==> config.mk <==
export PLATFORM = sky130hd
export DESIGN_NAME = cram_access_arb
export DESIGN_NICKNAME = d
export VERILOG_FILES = /design/src/rtl/cram_access_arb_pkg.sv /design/src/rtl/cram_arb_watchdog.sv /design/src/rtl/cram_access_arb.sv
export SDC_FILE = /design/constraint.sdc
export NUM_CORES = 1
export LEC_CHECK = 0
export ABC_AREA = 1
export CORE_MARGIN = 1
export CORE_UTILIZATION = 30
export DETAILED_ROUTE_END_ITERATION = 8
export HOLD_SLACK_MARGIN = 0.05
export PLACE_DENSITY_LB_ADDON = 0.08
export SYNTH_ARGS = -nofsm -noshare
export SYNTH_HDL_FRONTEND = slang
export SYNTH_HIERARCHICAL = 1
export SYNTH_SLANG_ARGS = --single-unit
==> constraint.sdc <==
create_clock -name clock -period 3.9 [get_ports clock]
set_input_delay 0.39 -clock clock [delete_from_list [all_inputs] [get_ports clock]]
set_output_delay 0.39 -clock clock [all_outputs]
set_load 0.005 [all_outputs]
==> src/rtl/cram_access_arb_pkg.sv <==
// Shared types for the CRAM access arbiter: FSM state encoding, grant
// codes, and the forward/backward token structs used by the sequencers.
package cram_access_arb_pkg;

    // Data width carried by the forward token; the arbiter's WIDTH_DATA
    // is expected to match it.
    localparam int TK_DATA_W = 32;

    typedef enum logic [1:0] {
        IDLE   = 2'd0,
        GNT_ST = 2'd1,
        GNT_LD = 2'd2,
        DRAIN  = 2'd3
    } cram_arb_state_t;

    localparam logic [1:0] ARB_GNT_ST = 2'b01;
    localparam logic [1:0] ARB_GNT_LD = 2'b10;

    // Forward token: r marks the release (last word) of a store block.
    typedef struct packed {
        logic                 r;
        logic [TK_DATA_W-1:0] d;
    } FTk_t;

    // Backward token: n = stall/nack, t = session terminated, a reserved.
    typedef struct packed {
        logic a;
        logic t;
        logic n;
    } BTk_t;

endpackage

==> src/rtl/cram_arb_watchdog.sv <==
// Idle watchdog for the CRAM arbiter: counts consecutive idle cycles of
// the current grant owner and flags expiry on the IDLE_TIMEOUT-th one.
module cram_arb_watchdog #(
    parameter int IDLE_TIMEOUT = 16
) (
    input  logic i_clk,
    input  logic i_rst,
    input  logic i_clr,
    input  logic i_inc,
    output logic o_expire
);

    logic [7:0] r_count;

    // Idle-cycle counter; any activity or loss of grant clears it
    always_ff @(posedge i_clk) begin
        if (i_rst || i_clr) begin
            r_count <= '0;
        end else if (i_inc) begin
            r_count <= r_count + 8'd1;
        end
    end

    // Expiry only on an idle cycle, so a request can never coincide with it
    assign o_expire = i_inc && (r_count == 8'(IDLE_TIMEOUT - 1));

endmodule

==> src/rtl/cram_access_arb.sv <==
// Session arbiter sharing one single-port CRAM between a store and a load
// sequencer. Grants whole sessions, round-robin on ties, nacks the loser,
// and revokes a grant whose owner has gone idle.
// Build option: define CRAM_ARB_FIXED_PRIO_EN to make store win every tie
// (no last-owner history register).
module cram_access_arb
    import cram_access_arb_pkg::*;
#(
    parameter int WIDTH_DATA   = 32,
    parameter int WIDTH_ADDR   = 8,
    parameter int IDLE_TIMEOUT = 16
) (
    input  logic                  clock,
    input  logic                  reset,
    input  logic                  I_St_Req,
    input  logic [WIDTH_ADDR-1:0] I_St_Addr,
    input  FTk_t                  I_St_FTk,
    output BTk_t                  O_St_BTk,
    input  logic                  I_St_AccessEnd,
    input  logic                  I_St_Busy,
    input  logic                  I_Ld_Req,
    input  logic [WIDTH_ADDR-1:0] I_Ld_Addr,
    output BTk_t                  O_Ld_BTk,
    input  logic                  I_Ld_AccessEnd,
    input  logic                  I_Ld_Busy,
    output logic                  O_Ld_Valid,
    output logic [WIDTH_DATA-1:0] O_Ld_Data,
    output logic                  O_Mem_We,
    output logic                  O_Mem_Re,
    output logic [WIDTH_ADDR-1:0] O_Mem_Addr,
    output logic [WIDTH_DATA-1:0] O_Mem_Data,
    input  logic [WIDTH_DATA-1:0] I_Mem_Data,
    output logic [1:0]            O_Grant,
    output logic                  O_Busy
);

    cram_arb_state_t r_state;
    logic [1:0]      r_grant;
    logic            r_ld_vld;

    logic w_st_gnt;
    logic w_ld_gnt;
    logic w_st_end;
    logic w_ld_end;
    logic w_wd_inc;
    logic w_expire;
    logic w_pick_st;
    logic w_ld_vld;

    assign w_st_gnt = (r_state == GNT_ST);
    assign w_ld_gnt = (r_state == GNT_LD);
    assign w_st_end = w_st_gnt && (I_St_AccessEnd || I_St_FTk.r);
    assign w_ld_end = w_ld_gnt && I_Ld_AccessEnd;
    assign w_wd_inc = (w_st_gnt && !I_St_Req && !I_St_Busy) ||
                      (w_ld_gnt && !I_Ld_Req && !I_Ld_Busy);

    cram_arb_watchdog #(
        .IDLE_TIMEOUT(IDLE_TIMEOUT)
    ) u_watchdog (
        .i_clk   (clock),
        .i_rst   (reset),
        .i_clr   (!w_wd_inc),
        .i_inc   (w_wd_inc),
        .o_expire(w_expire)
    );

`ifdef CRAM_ARB_FIXED_PRIO_EN
    assign w_pick_st = I_St_Req;
`else
    logic r_last_ld;

    assign w_pick_st = I_St_Req && (!I_Ld_Req || r_last_ld);

    // Remember the side granted last; only consulted again in IDLE, so
    // recording it at grant time equals recording the owner in DRAIN
    always_ff @(posedge clock) begin
        if (reset) begin
            r_last_ld <= 1'b1;
        end else if (r_state == IDLE && (I_St_Req || I_Ld_Req)) begin
            r_last_ld <= !w_pick_st;
        end
    end
`endif

    // Session FSM with registered grant and read-valid
    always_ff @(posedge clock) begin
        if (reset) begin
            r_state  <= IDLE;
            r_grant  <= '0;
            r_ld_vld <= 1'b0;
        end else begin
            r_ld_vld <= w_ld_gnt && I_Ld_Req;
            case (r_state)
                IDLE: begin
                    if (I_St_Req || I_Ld_Req) begin
                        r_state <= w_pick_st ? GNT_ST : GNT_LD;
                        r_grant <= w_pick_st ? ARB_GNT_ST : ARB_GNT_LD;
                    end
                end
                GNT_ST: begin
                    if (w_st_end || w_expire) begin
                        r_state <= DRAIN;
                        r_grant <= '0;
                    end
                end
                GNT_LD: begin
                    if (w_ld_end || w_expire) begin
                        r_state <= DRAIN;
                        r_grant <= '0;
                    end
                end
                DRAIN: begin
                    r_state <= IDLE;
                end
                default: begin
                    r_state <= IDLE;
                    r_grant <= '0;
                end
            endcase
        end
    end

    // Memory port steering and back-prop tokens, all forced low in reset
    always_comb begin
        O_Mem_We   = 1'b0;
        O_Mem_Re   = 1'b0;
        O_Mem_Addr = '0;
        O_Mem_Data = '0;
        O_St_BTk   = '0;
        O_Ld_BTk   = '0;
        if (!reset) begin
            if (w_st_gnt) begin
                O_Mem_We   = I_St_Req;
                O_Mem_Addr = I_St_Addr;
                O_Mem_Data = WIDTH_DATA'(I_St_FTk.d);
            end else if (w_ld_gnt) begin
                O_Mem_Re   = I_Ld_Req;
                O_Mem_Addr = I_Ld_Addr;
            end
            O_St_BTk.n = I_St_Req && !w_st_gnt;
            O_Ld_BTk.n = I_Ld_Req && !w_ld_gnt;
            O_St_BTk.t = w_st_end || (w_st_gnt && w_expire);
            O_Ld_BTk.t = w_ld_end || (w_ld_gnt && w_expire);
        end
    end

    // The macro registers its read data; qualify it with our registered valid
    assign w_ld_vld   = r_ld_vld && !reset;
    assign O_Ld_Valid = w_ld_vld;
    assign O_Ld_Data  = w_ld_vld ? I_Mem_Data : '0;
    assign O_Grant    = r_grant;
    assign O_Busy     = |r_grant;

endmodule

# == Word level (Yosys, flattened, before mapping) ==
# Index checks and enable logic that the tools add are counted.
# word_totals
ff_bits,14
inputBits,89
output_inout_bits,84
elab_cells,72
# op_classes
n_addsub,1
n_eq_ne,7
mux,21
n_reduce_logical,38
# ops
cell,n
two-way mux 32 bit,3
two-way mux 8 bit,3
two-way mux 2 bit,8
logical AND 1 bit,15
logical NOT 1 bit,9
logical OR 1 bit,9
adder 8 x 1 -> 8 bit (second input constant),1
equality test 8 x 4 -> 1 bit (second input constant),1
one-hot mux 2 bit (4 select lines),1
inequality test 2 x 1 -> 1 bit (second input constant),3
one-hot mux 2 bit (3 select lines),1
two-way mux 1 bit,5
equality test 2 bit (second input constant),2
AND reduction 4 bit,1
AND reduction 3 bit,1
nonzero test 3 bit,1
equality test 2 x 1 -> 1 bit (second input constant),1
logical NOT 2 bit,1
OR reduction 2 bit,1

# == Longest topological paths before layout ==
# depth
word_depth,8
ltp_mapped,15

# == By module ==
# The synthesis kept the hierarchy.
# by_module_without_submodules
module,instances,cells_each,area_each_um2
cram_access_arb,1,232,1149.9
cram_arb_watchdog,1,56,387.9

# == Least setup slack after synthesis ==
# Ideal clock, no wire load.
# synth_path
path_type,register to output
from,reg r_state[1]
to,out O_Ld_BTk[1] (netlist name)
arrival_time_ns,1.900
required_ns,3.510
path_slack_ns,1.610
stages_incl_launch_ff,12
n_path_buf,1
path_cell_list,dfxtp_1 > inv_1 > ha_1 > buf_4 > inv_2 > o31ai_2 > inv_1 > nor3_1 > nand3_1 > nor3_1 > inv_2 > a211oi_1
# synth_lines
element,line,rtl
"start, declared",cram_access_arb.sv:37,cram_arb_state_t r_state;
"start signal, assigned",cram_access_arb.sv:96,r_state <= w_pick_st ? GNT_ST : GNT_LD;
"end, declared",cram_access_arb.sv:23,"output BTk_t O_Ld_BTk,"

==> results.txt <==
The overall power is 1.07 mW. Counting instances in the post-synthesis netlist gives the leading cell types as nor2_1, nand2_1, inv_1. For this run, the register share of the synthesized area comes to 18.2%. The fill cell total of the finished layout came out at 447.

The class of the most critical hold timing path is flip-flop to flip-flop. 173 I/O pins were placed. The worst setup path is launched from an input pin. The number of maximum-capacitance violations came out at 0. The total of warnings raised by yosys is 6.

The via count of the first global-routing pass came to 1,859. The end point of the critical path is O_Ld_BTk[1]. The time the final worst path needs with I/O delays and setup came out at 3.28 ns. The highest clock rate came out at 305 MHz.

The power per unit of standard cell area is 323 nW/um^2. The average cell area after synthesis came out at 5.34 um^2. The origin of the worst setup path is I_St_Req. The sum of routed wire length over all layers is 6.58 mm. The detail-routed via count per cell is 4.23.

The number of vias after detailed routing is 2,182. The final clock period utilization by the worst path is 84.0%. The DRC marker count from the first detailed-route iteration is 117. The total global routing overflow came out at 0. The most used flip-flop cell after synthesis is dfxtp_1. The H-tree depth came out at 1. By area the synthesized netlist is led by nor2_1, dfxtp_1, nand2_1. The final layout contains 544 nets. The count of cell types in the netlist is 25. The final setup violation count came out at 0. The area used by multi-input combinational logic came out at 957 um^2. The cell count of the worst reg-to-reg path is 13. The number of instances on the worst hold path came out at 1. The synthesized netlist cell count came out at 288. TritonCTS built the clock tree. The post-route setup TNS came out at 0 ns.

The worst register-to-register path begins at r_state[1]$_SDFFE_PP0P_. In this run the deepest clock path goes through 2 buffers. The congestion estimate from routability-driven global placement came to 0.850. The arrival time at the worst endpoint came out at 2.89 ns. The number of hold violations in the final report is 0.

The share of Yosys cell area claimed by the top area cell type came out at 22.2%. The synthesis-stage register bit count is 14. The post-synthesis instance area came out at 1540 um^2. nor2_1 is the most common cell in the netlist. In this run, post-CTS hold repair placed 0 buffers. The setup fix buffers added after clock tree synthesis is 0. The worst-case register-to-register setup slack came out at 1.60 ns.

The height of the die is 73.6 um. The width of the chip is 73.6 um. The number of remaining DRC errors came out at 0.

The run finished with clean final reports. Across all hold checks on the routed design, the worst slack comes to 0.473 ns. Setup repair after global routing left no endpoint under its margin. The post-layout worst setup margin came out at 0.623 ns. The synthesized design contains 0 enable-type register cells.

The static leakage came out at 1.44 nW. Clock latency on the worst-skew pair, taken at its later pin, is 0.25 ns. Timing analysis after detailed placement gives a worst setup slack of 0.613 ns. The half-perimeter wire length after detailed placement came out at 5.24 mm. The cell sitting at the root of the clock tree is a clkbuf_8. At the pin with the least slew margin, the transition time is 0.852 ns. The initial antenna violation count is 0. The number of search-and-repair iterations in the first detailed-routing pass came out at 4. The biggest area contributor in the post-synthesis netlist is nor2_1. Of all nets on the critical path, the largest fanout is 7. The ratio of cells with drive above 1 in the final layout is 6.68%. The area overhead of the layout relative to synthesis came out at 115%.

The cell row count is 25. Once the floorplan was initialized, standard cells occupied 31.9% of the core. Buffers placed on the I/O ports in this run total 170. Entering global routing, the biggest net connects 48 pins. The setup path with the least slack is of type input pin to output port. The global routing usage summed across all routing layers came out at 22.3%. The number of antenna diodes in the final layout is 0. STA puts the critical path data required time at 3.51 ns. The worst max-slew margin expressed relative to the limit is 43.2%. The count of final max-slew check failures is 0. The global-route wire length before repair came out at 9.34 mm. The per-cell routed wire length is 12.8 um.

The final standard cell utilization of the core came out at 68.5%. The worst setup path is captured at an output port. The clock skew after layout came out at 0.00329 ns. The worst IR drop on VDD is 0.317 mV. The clock sink count is 14. Clock-pin slew was measured on the worst setup and hold paths at 0.06 ns. The antenna violation net count after detailed routing is 0. Registers take 280 um^2.

The placeable core area is 4820 um^2. The TritonCTS buffer count is 3. The post-cts gate resize count is 0.

The fraction of registers with async set/reset came out at 0%. The total die area is 5420 um^2. In this run the critical register-to-register path is captured at O_Grant[1]$_SDFFE_PP0P_.
[registers in the layout (all words and copies together), names as in the netlist]
register            cells
u_watchdog/r_count      8
r_ld_vld                1
r_last_ld               1
r_state                 2
O_Grant                 2
[routing by layer]
metal  up-vias  GRT usage, %  wire [um]
li1       1176             -          -
met1       920          27.2       2680
met2        78          39.2       3220
met3         8          5.08        586
met4         0          5.98         95
met5         -             0          0
[critical path, stage by stage]
cell             delay (ns)
clkdlybuf4s50_1        0.50
o31ai_2                0.53
inv_1                  0.12
nor3_1                 0.14
nand3_1                0.08
nor3_1                 0.18
inv_2                  0.09
a211oi_1               0.27
clkdlybuf4s50_1        0.57
[layout make-up]
class,instances,area share (%)
Timing Repair Buffer,171,51.6
Multi-Input combinational cell,203,29.0
Sequential cell,14,8.49
Inverter,57,6.64
Tap cell,67,2.54
Clock buffer,4,1.67
[cell families (layout without fill, tap and decap cells)]
| kind of cell | count (synthesis) | after routing | synth area share, % |
|---|---|---|---|
| AOI/OAI and AO/OA | 27 | 27 | 11.4 |
| DFF | 14 | 14 | 18.2 |
| buffers and inverters | 72 | 232 | 19.9 |
| other | 1 | 2 | 0.244 |
| and+or+nand+nor | 169 | 169 | 46.1 |
| adders and majority gates | 5 | 5 | 4.07 |
[worst min path at each step]
| stage | startpoint | end | slack, ns |
|---|---|---|---|
| finish | u_watchdog/r_count[2]$_SDFFE_PP0P_ | u_watchdog/r_count[2]$_SDFFE_PP0P_ | 0.47 |
| floorplan | u_watchdog/r_count[2]$_SDFFE_PP0P_ | u_watchdog/r_count[2]$_SDFFE_PP0P_ | 0.44 |
| CTS | u_watchdog/r_count[2]$_SDFFE_PP0P_ | u_watchdog/r_count[2]$_SDFFE_PP0P_ | 0.47 |
| detailed placement | u_watchdog/r_count[2]$_SDFFE_PP0P_ | u_watchdog/r_count[2]$_SDFFE_PP0P_ | 0.46 |
| global route | u_watchdog/r_count[2]$_SDFFE_PP0P_ | u_watchdog/r_count[2]$_SDFFE_PP0P_ | 0.50 |
| global placement | u_watchdog/r_count[3]$_SDFFE_PP0P_ | u_watchdog/r_count[3]$_SDFFE_PP0P_ | 0.46 |
[power breakdown]
part	switching, mW	leakage, nW	internal [mW]
clock network	0.0532	0.0288	0.0895
logic	0.372	1.30	0.373
registers	0.0120	0.114	0.167
total	0.437	1.44	0.629
[cells in the final DEF (no fill, tap or decap), types with 5 or more instances in the layout]
cell type / count
inv_1: 48
dfxtp_1: 14
a22oi_1: 8
o21ai_0: 5
inv_2: 8
nor3_1: 5
nor2_1: 91
nand2_1: 56
a21oi_1: 6
clkdlybuf4s50_1: 169
nand3_2: 5
[stage by stage]
| stage | area (um^2) | instances |
|---|---|---|
| floorplan | 1540 | 289 |
| global placement | 3240 | 512 |
| detailed placement | 3240 | 512 |
| global route | 3300 | 516 |
| CTS | 3300 | 516 |
| finish | 3300 | 516 |
Power figures use the tool's default switching activity.
